--- src/rtl/ex_mem.sv ---
// Execute -> memory-access pipeline register with stall (hold/bubble) and flush handling.
// Optional MULACC_EN carries the multiply-accumulate partial product and cycle count across a stall.
module ex_mem (
    input  logic        clk,
    input  logic        rst,
    input  logic [5:0]  stall,
    input  logic        flush,

    input  logic [4:0]  ex_wd,
    input  logic        ex_wreg,
    input  logic [31:0] ex_wdata,
    input  logic [31:0] ex_hi,
    input  logic [31:0] ex_lo,
    input  logic        ex_whilo,
    input  logic [7:0]  ex_aluop,
    input  logic [31:0] ex_mem_addr,
    input  logic [31:0] ex_reg2,

    input  logic [63:0] hilo_i,
    input  logic [1:0]  cnt_i,

    output logic [4:0]  mem_wd,
    output logic        mem_wreg,
    output logic [31:0] mem_wdata,
    output logic [31:0] mem_hi,
    output logic [31:0] mem_lo,
    output logic        mem_whilo,
    output logic [7:0]  mem_aluop,
    output logic [31:0] mem_mem_addr,
    output logic [31:0] mem_reg2,

    output logic [63:0] hilo_o,
    output logic [1:0]  cnt_o
);

    localparam logic [4:0] NOP_REG_ADDR  = 5'b00000;
    localparam logic [7:0] EXE_NOP_OP    = 8'h00;
    localparam logic       WRITE_DISABLE = 1'b0;

    logic        w_clear;
    logic        w_bubble;
    logic        w_capture;

    logic [4:0]  r_wd;
    logic        r_wreg;
    logic [31:0] r_wdata;
    logic [31:0] r_hi;
    logic [31:0] r_lo;
    logic        r_whilo;
    logic [7:0]  r_aluop;
    logic [31:0] r_mem_addr;
    logic [31:0] r_reg2;

    // stall[3] alone decides capture, so the illegal {stall[4]=1, stall[3]=0} captures.
    assign w_clear   = rst | flush;
    assign w_bubble  = stall[3] & ~stall[4];
    assign w_capture = ~stall[3];

    always_ff @(posedge clk) begin
        if (w_clear || w_bubble) begin
            r_wd       <= NOP_REG_ADDR;
            r_wreg     <= WRITE_DISABLE;
            r_wdata    <= '0;
            r_hi       <= '0;
            r_lo       <= '0;
            r_whilo    <= WRITE_DISABLE;
            r_aluop    <= EXE_NOP_OP;
            r_mem_addr <= '0;
            r_reg2     <= '0;
        end else if (w_capture) begin
            r_wd       <= ex_wd;
            r_wreg     <= ex_wreg;
            r_wdata    <= ex_wdata;
            r_hi       <= ex_hi;
            r_lo       <= ex_lo;
            r_whilo    <= ex_whilo;
            r_aluop    <= ex_aluop;
            r_mem_addr <= ex_mem_addr;
            r_reg2     <= ex_reg2;
        end
    end

    assign mem_wd       = r_wd;
    assign mem_wreg     = r_wreg;
    assign mem_wdata    = r_wdata;
    assign mem_hi       = r_hi;
    assign mem_lo       = r_lo;
    assign mem_whilo    = r_whilo;
    assign mem_aluop    = r_aluop;
    assign mem_mem_addr = r_mem_addr;
    assign mem_reg2     = r_reg2;

`ifdef MULACC_EN
    logic [63:0] r_hilo;
    logic [1:0]  r_cnt;
    logic        w_unused;

    // Partial product survives only a bubble; a capture means the MAC completed.
    always_ff @(posedge clk) begin
        if (w_clear) begin
            r_hilo <= '0;
            r_cnt  <= '0;
        end else if (w_bubble) begin
            r_hilo <= hilo_i;
            r_cnt  <= cnt_i;
        end else if (w_capture) begin
            r_hilo <= '0;
            r_cnt  <= '0;
        end
    end

    assign hilo_o   = r_hilo;
    assign cnt_o    = r_cnt;
    assign w_unused = ^{stall[5], stall[2:0]};
`else
    logic w_unused;

    assign hilo_o   = '0;
    assign cnt_o    = '0;
    assign w_unused = ^{stall[5], stall[2:0], hilo_i, cnt_i};
`endif

endmodule

--- config.mk ---
export PLATFORM = sky130hd
export DESIGN_NAME = ex_mem
export DESIGN_NICKNAME = d
export VERILOG_FILES = /design/src/rtl/ex_mem.sv
export SDC_FILE = /design/constraint.sdc
export NUM_CORES = 1
export LEC_CHECK = 0
export BUFFER_PORTS_ARGS = -buffer_cell sky130_fd_sc_hd__clkbuf_2
export CORE_AREA = 2 2 189 191
export CTS_BUF_LIST = sky130_fd_sc_hd__clkbuf_16
export DETAILED_ROUTE_END_ITERATION = 10
export DIE_AREA = 0 0 191 193
export GPL_ROUTABILITY_DRIVEN = 0
export PLACE_DENSITY_LB_ADDON = 0.12
export SYNTH_ARGS = -nofsm -noshare
export SYNTH_HDL_FRONTEND = slang
export SYNTH_SLANG_ARGS = --single-unit
--- constraint.sdc ---
create_clock -name clk -period 0.98 [get_ports clk]
set_input_delay 0.196 -clock clk [delete_from_list [all_inputs] [get_ports clk]]
set_output_delay 0.196 -clock clk [all_outputs]
set_load 0.02 [all_outputs]
### Word-level counts from Yosys, hierarchy flattened

Cells that the tools add are included.

| storage, ports and cells | value |
|---|---|
| register bits | 175 |
| bits of input ports | 250 |
| output and inout bits | 241 |
| logic and storage cells | 13 |

| cells by class | value |
|---|---|
| bitwise operators | 3 |
| reductions and logical operators | 1 |

Operator list:

| operator | count |
|---|---|
| AND 1 bit | 1 |
| logical OR 1 bit | 1 |
| NOT 1 bit | 1 |
| bitwise OR 1 bit | 1 |

### Depth between registers and ports, before layout

| depth | value |
|---|---|
| depth in word-level cells | 3 |
| gate-level depth with buffers | 6 |
| mapped depth without buffers | 2 |

### Worst setup path before layout

OpenSTA, ideal clock, no wires.

| timing path | value |
|---|---|
| path kind | input to register |
| start | input port flush |
| end | register r_hi[12], in the netlist mem_hi[12] |
| library setup time | 0.070 ns |
| data arrival time | 0.921 ns |
| data required time | 0.910 ns |
| slack | -0.010 ns |
| cell stages on the path | 5 |
| cell sequence | or2_1 > clkbuf_1 > buf_6 > buf_2 > a21oi_1 |

| between the ends | value |
|---|---|
| longest elaborated chain between the ends | 2 |

Ends and longest elaborated chain:

| what | line | text |
|---|---|---|
| start: declaration | 7 | `input logic flush,` |
| bitwise OR 1 bit | 55 | `assign w_clear = rst \| flush;` |
| logical OR 1 bit | 60 | `if (w_clear \|\| w_bubble) begin` |
| end signal: assignment | 74 | `r_hi <= ex_hi;` |
| end: declaration | 47 | `logic [31:0] r_hi;` |

No other way between the ends.
A chain may end at the register's enable or synchronous reset.

### Final worst setup path

| timing path | value |
|---|---|
| start | register r_wdata[12], in the netlist mem_wdata[12] |
| end | output port mem_wdata[12] |

RTL lines:

| what | line | text |
|---|---|---|
| start: declaration | 46 | `logic [31:0] r_wdata;` |
| start signal: assignment | 73 | `r_wdata <= ex_wdata;` |
| end: declaration | 24 | `output logic [31:0] mem_wdata,` |

No word-level cell between the ends.

==> results_tabular.tex <==
\begin{tabular}{lr}
\hline
Metric & Value \\
\hline
\multicolumn{2}{l}{\textbf{Cells and area}} \\
\quad Layout filler cell count & 3545 \\
\quad Number of antenna diodes & 0 \\
\quad Share of final-layout standard cells stronger than drive strength 1 & 45.47\% \\
\quad Final \#Nets & 1640 \\
\quad Area of all placed cells without fillers & 14010 um2 \\
\quad Layout area overhead & 92.72\% \\
\multicolumn{2}{l}{\textbf{Synth}} \\
\quad Number of synthesized flops with an enable pin & 0 \\
\quad Post-synthesis register bit count & 175 \\
\quad Ys async rst share & 0\% \\
\quad Area contributors post-synth & sky130\_fd\_sc\_hd\_\_dfxtp\_1, sky130\_fd\_sc\_hd\_\_nand2b\_1, sky130\_fd\_sc\_hd\_\_a21oi\_1, sky130\_fd\_sc\_hd\_\_nand3\_1, sky130\_fd\_sc\_hd\_\_buf\_4 \\
\quad Leading area contributor after synthesis & sky130\_fd\_sc\_hd\_\_dfxtp\_1 \\
\quad Summed instance area of the synthesized netlist & 7271 um2 \\
\quad Commonest register cell after synthesis & sky130\_fd\_sc\_hd\_\_dfxtp\_1 \\
\quad Portion of synthesized cell area occupied by the leading cell type & 48.18\% \\
\quad Sequential share of the synthesized area & 48.18\% \\
\quad Commonest cells post-synth & sky130\_fd\_sc\_hd\_\_a21oi\_1, sky130\_fd\_sc\_hd\_\_dfxtp\_1, sky130\_fd\_sc\_hd\_\_nand2b\_1, sky130\_fd\_sc\_hd\_\_nand3\_1, sky130\_fd\_sc\_hd\_\_buf\_4 \\
\quad Mean instance size in the synthesized netlist & 8.594 um2 \\
\quad Syn. warnings & 0 \\
\quad Cells after Synth & 846 \\
\quad Number of library cell types mapped by synthesis & 11 \\
\multicolumn{2}{l}{\textbf{Die}} \\
\quad IO Pins & 491 \\
\quad Die boundary height & 193 um \\
\quad Core area & 34960 um2 \\
\quad Placement Rows & 69 \\
\quad Floorplan die width & 191 um \\
\quad Die area & 36860 um2 \\
\quad Effective utilization at floorplan & 20.79\% \\
\multicolumn{2}{l}{\textbf{STA}} \\
\quad Share of the clock period used by the worst path after layout & 114.0\% \\
\quad Worst-case setup margin in the final layout & -137.1 ps \\
\quad RSZ-0062 raised after global routing & yes \\
\quad Highest achievable clock rate & 895.1 MHz \\
\quad Largest clock skew in the final design & 0 ps \\
\quad Tmin final & 1117 ps \\
\quad Number of hold violations in the final report & 0 \\
\quad Max Slew Vio Count & 0 \\
\quad Final setup violation count & 175 \\
\multicolumn{2}{l}{\textbf{Power and ir drop}} \\
\quad Switching part of the total & 26.02\% \\
\quad Total power & 18.01 mW \\
\quad PwrDens & 1285 nW/um2 \\
\quad Power share of the clock group & 40.5\% \\
\quad Combinational Power Share & 17.6\% \\
\quad Internal power & 13.32 mW \\
\quad Sw power & 4.685 mW \\
\quad VDD IR max & 1183 uV \\
\quad Static Leakage & 5.863 nW \\
\quad Register share of total power & 41.9\% \\
\multicolumn{2}{l}{\textbf{Worst setup path}} \\
\quad Required @ worst endpoint & 780 ps \\
\quad Worst R2R Start & mem\_hi[24] \\
\quad Register-to-register setup slack & 150 ps \\
\quad Cell with the largest stage delay on the worst path & sky130\_fd\_sc\_hd\_\_dfxtp\_4 \\
\quad Largest delay contributor family on the critical path & flip-flops \\
\quad Launching element type of the critical path & flop \\
\quad Worst Path Class, Setup & flop to output port \\
\quad Crit path capture type & output port \\
\quad Critical Path AT & 920 ps \\
\quad Highest net fanout along the worst path & 2 \\
\quad Worst R2R End & mem\_hi[24] \\
\quad Largest stage delay, worst path & 360 ps \\
\quad Crit path buffers/inverters & 1 \\
\quad Cell count of the worst reg-to-reg path & 4 \\
\quad List of cells traversed by the critical path & buf\_8 \\
\multicolumn{2}{l}{\textbf{Route}} \\
\quad Wire length per cell & 13.94 um \\
\quad Residual antenna-violating net count after detailed routing & 0 \\
\quad Ratio of routed vias to standard cells & 4.042 \\
\quad Via count & 7535 \\
\quad Post-detailed-routing wire length & 25.99 mm \\
\quad TritonRoute pass-1 iters & 4 \\
\quad Residual DRC count & 0 \\
\quad Number of DRC violations after detailed-routing iteration 0 & 174 \\
\multicolumn{2}{l}{\textbf{Global routing}} \\
\quad Global-route total usage across every layer & 13.62\% \\
\quad Initial antenna violation count & 0 \\
\quad Largest net degree at the start of global routing & 73 \\
\quad Total congestion overflow & 0 \\
\quad Global-route wire length before repair & 39.34 mm \\
\quad Vias in the first global route & 7394 \\
\multicolumn{2}{l}{\textbf{Clock tree}} \\
\quad Sink count of the clock tree & 175 \\
\quad Clk Tree Root Cell & sky130\_fd\_sc\_hd\_\_clkbuf\_16 \\
\quad Clock-pin transition on the worst setup and hold timing paths & 70 ps \\
\quad Clock tree from TritonCTS & done \\
\quad H-tree lvl count & 4 \\
\quad Clock latency on the worst-skew pair & 440 ps \\
\quad Clock buffers created by TritonCTS & 17 \\
\quad Deepest clock path buffer count & 2 \\
\multicolumn{2}{l}{\textbf{Placement}} \\
\quad Half-perimeter wire length of the detailed placement result & 17.29 mm \\
\quad PortBufs & 354 \\
\quad Placed Area & 9415 um2 \\
\multicolumn{2}{l}{\textbf{Hold path}} \\
\quad Sink of the worst hold path & mem\_hi[6] \\
\quad Hold path start & ex\_hi[6] \\
\quad Hold crit path type & input port to flop \\
\quad Worst hold path stage count & 3 \\
\multicolumn{2}{l}{\textbf{Run}} \\
\quad Number of max-cap violations & 0 \\
\multicolumn{2}{l}{\textbf{Run status}} \\
\quad Violated checks & setup timing \\
\quad Run status & finished, violations left \\
\hline
\end{tabular}
-- placed cells by master, fill, tap and decap left out --
master / count
sky130_fd_sc_hd__conb_1: 66
sky130_fd_sc_hd__buf_8: 175
sky130_fd_sc_hd__buf_4: 66
sky130_fd_sc_hd__inv_1: 1
sky130_fd_sc_hd__dfxtp_4: 3
sky130_fd_sc_hd__buf_6: 1
sky130_fd_sc_hd__dfxtp_2: 172
sky130_fd_sc_hd__clkbuf_8: 1
sky130_fd_sc_hd__nand3_1: 175
sky130_fd_sc_hd__buf_12: 11
sky130_fd_sc_hd__a21oi_1: 175
sky130_fd_sc_hd__inv_6: 3
sky130_fd_sc_hd__nand2b_1: 175
sky130_fd_sc_hd__clkinv_4: 1
sky130_fd_sc_hd__dlygate4sd3_1: 173
sky130_fd_sc_hd__clkbuf_2: 177
sky130_fd_sc_hd__or2_4: 1
sky130_fd_sc_hd__clkinvlp_4: 1
sky130_fd_sc_hd__clkbuf_16: 17
sky130_fd_sc_hd__bufinv_16: 4
sky130_fd_sc_hd__clkinv_2: 5
-- registers in the layout (all words and copies together), names as in the netlist --
name,flops
mem_whilo,1
mem_lo,32
mem_reg2,32
mem_wreg,1
mem_mem_addr,32
mem_aluop,8
mem_hi,32
mem_wdata,32
mem_wd,5
-- worst max-delay path by stage --
stage / cells past startpoint / from / endpoint
final: 1 / mem_wdata[12] / mem_wdata[12]
after CTS: 1 / mem_wdata[12] / mem_wdata[12]
after global placement: 4 / stall[3] / mem_reg2[14]
after detailed placement: 4 / stall[4] / mem_hi[25]
after global routing: 1 / mem_wdata[12] / mem_wdata[12]
after floorplan: 5 / flush / mem_hi[12]
-- metal layers --
metal  GRT usage [%]  wire, um  vias to the layer above  part of all wire (%)
met5               0         0                        -                     0
met2           23.45     12920                      244                    50
met4           4.681       537                        0                   2.1
met3           5.140      2098                       23                   8.1
met1           15.46     10430                     3480                    40
li1                -         -                     3788                     -
-- layout make-up --
class	count	area (um2)	area share, %
Multi-Input combinational cell	592	3103	22.14
Clock buffer	17	425.4	3.036
Sequential cell	175	3730	26.62
Clock inverter	15	191.4	1.366
Tap cell	461	576.8	4.116
Timing Repair Buffer	604	5986	42.72
-- power by group through the flow --
stage / combinational, mW / sequential [mW] / clock, mW
6_report: 3.17 / 7.54 / 7.30
5_1_grt: 3.43 / 7.56 / 7.94
4_1_cts: 3.07 / 7.49 / 7.63
3_5_place_dp: 2.17 / 7.59 / 0
3_3_place_gp: 2.17 / 7.59 / 0
2_1_floorplan: 1.21 / 7.84 / 0
-- through the flow --
step | utilization, % | TNS [ps] | setup slack [ps] | hold WS, ps | std cells
after floorplan | - | 0 | 2.075 | 341.9 | 911
after global placement | 26.93 | -13370 | -95.82 | 431.9 | 1623
after detailed placement | 26.93 | -14740 | -122.5 | 438.8 | 1623
after CTS | 38.87 | -29390 | -211.4 | 11.54 | 1838
after global routing | 40.08 | -28450 | -185.5 | 35.35 | 1864
final | 40.08 | -19680 | -137.1 | 35.02 | 1864
-- cells by family (layout without fill, tap and decap cells) --
family / Yosys count / count (layout) / share of synthesized area, %
AND/OR/NAND/NOR: 351 / 351 / 27.19
AO/OA/AOI/OAI: 175 / 175 / 12.05
flip-flops: 175 / 175 / 48.18
buffers and inverters: 144 / 636 / 12.53
other: 1 / 66 / 0.05158
-- what timing repair did --
| item | 4_1_cts | 5_1_grt |
|---|---|---|
| buffers inserted | 10 | 26 |
| gates resized for setup | 524 | 178 |
| hold buffers | 173 | 0 |
| setup endpoints to repair | 175 | 175 |
| endpoints found under the hold margin | 173 | 0 |
-- worst register-to-register path, cell delays in order (launching register included) --
cell and delay, ps:
sky130_fd_sc_hd__dfxtp_2 330, sky130_fd_sc_hd__buf_4 120, sky130_fd_sc_hd__buf_4 120, sky130_fd_sc_hd__nand3_1 70
sky130_fd_sc_hd__a21oi_1 70
(Power assumes the default switching activity.)
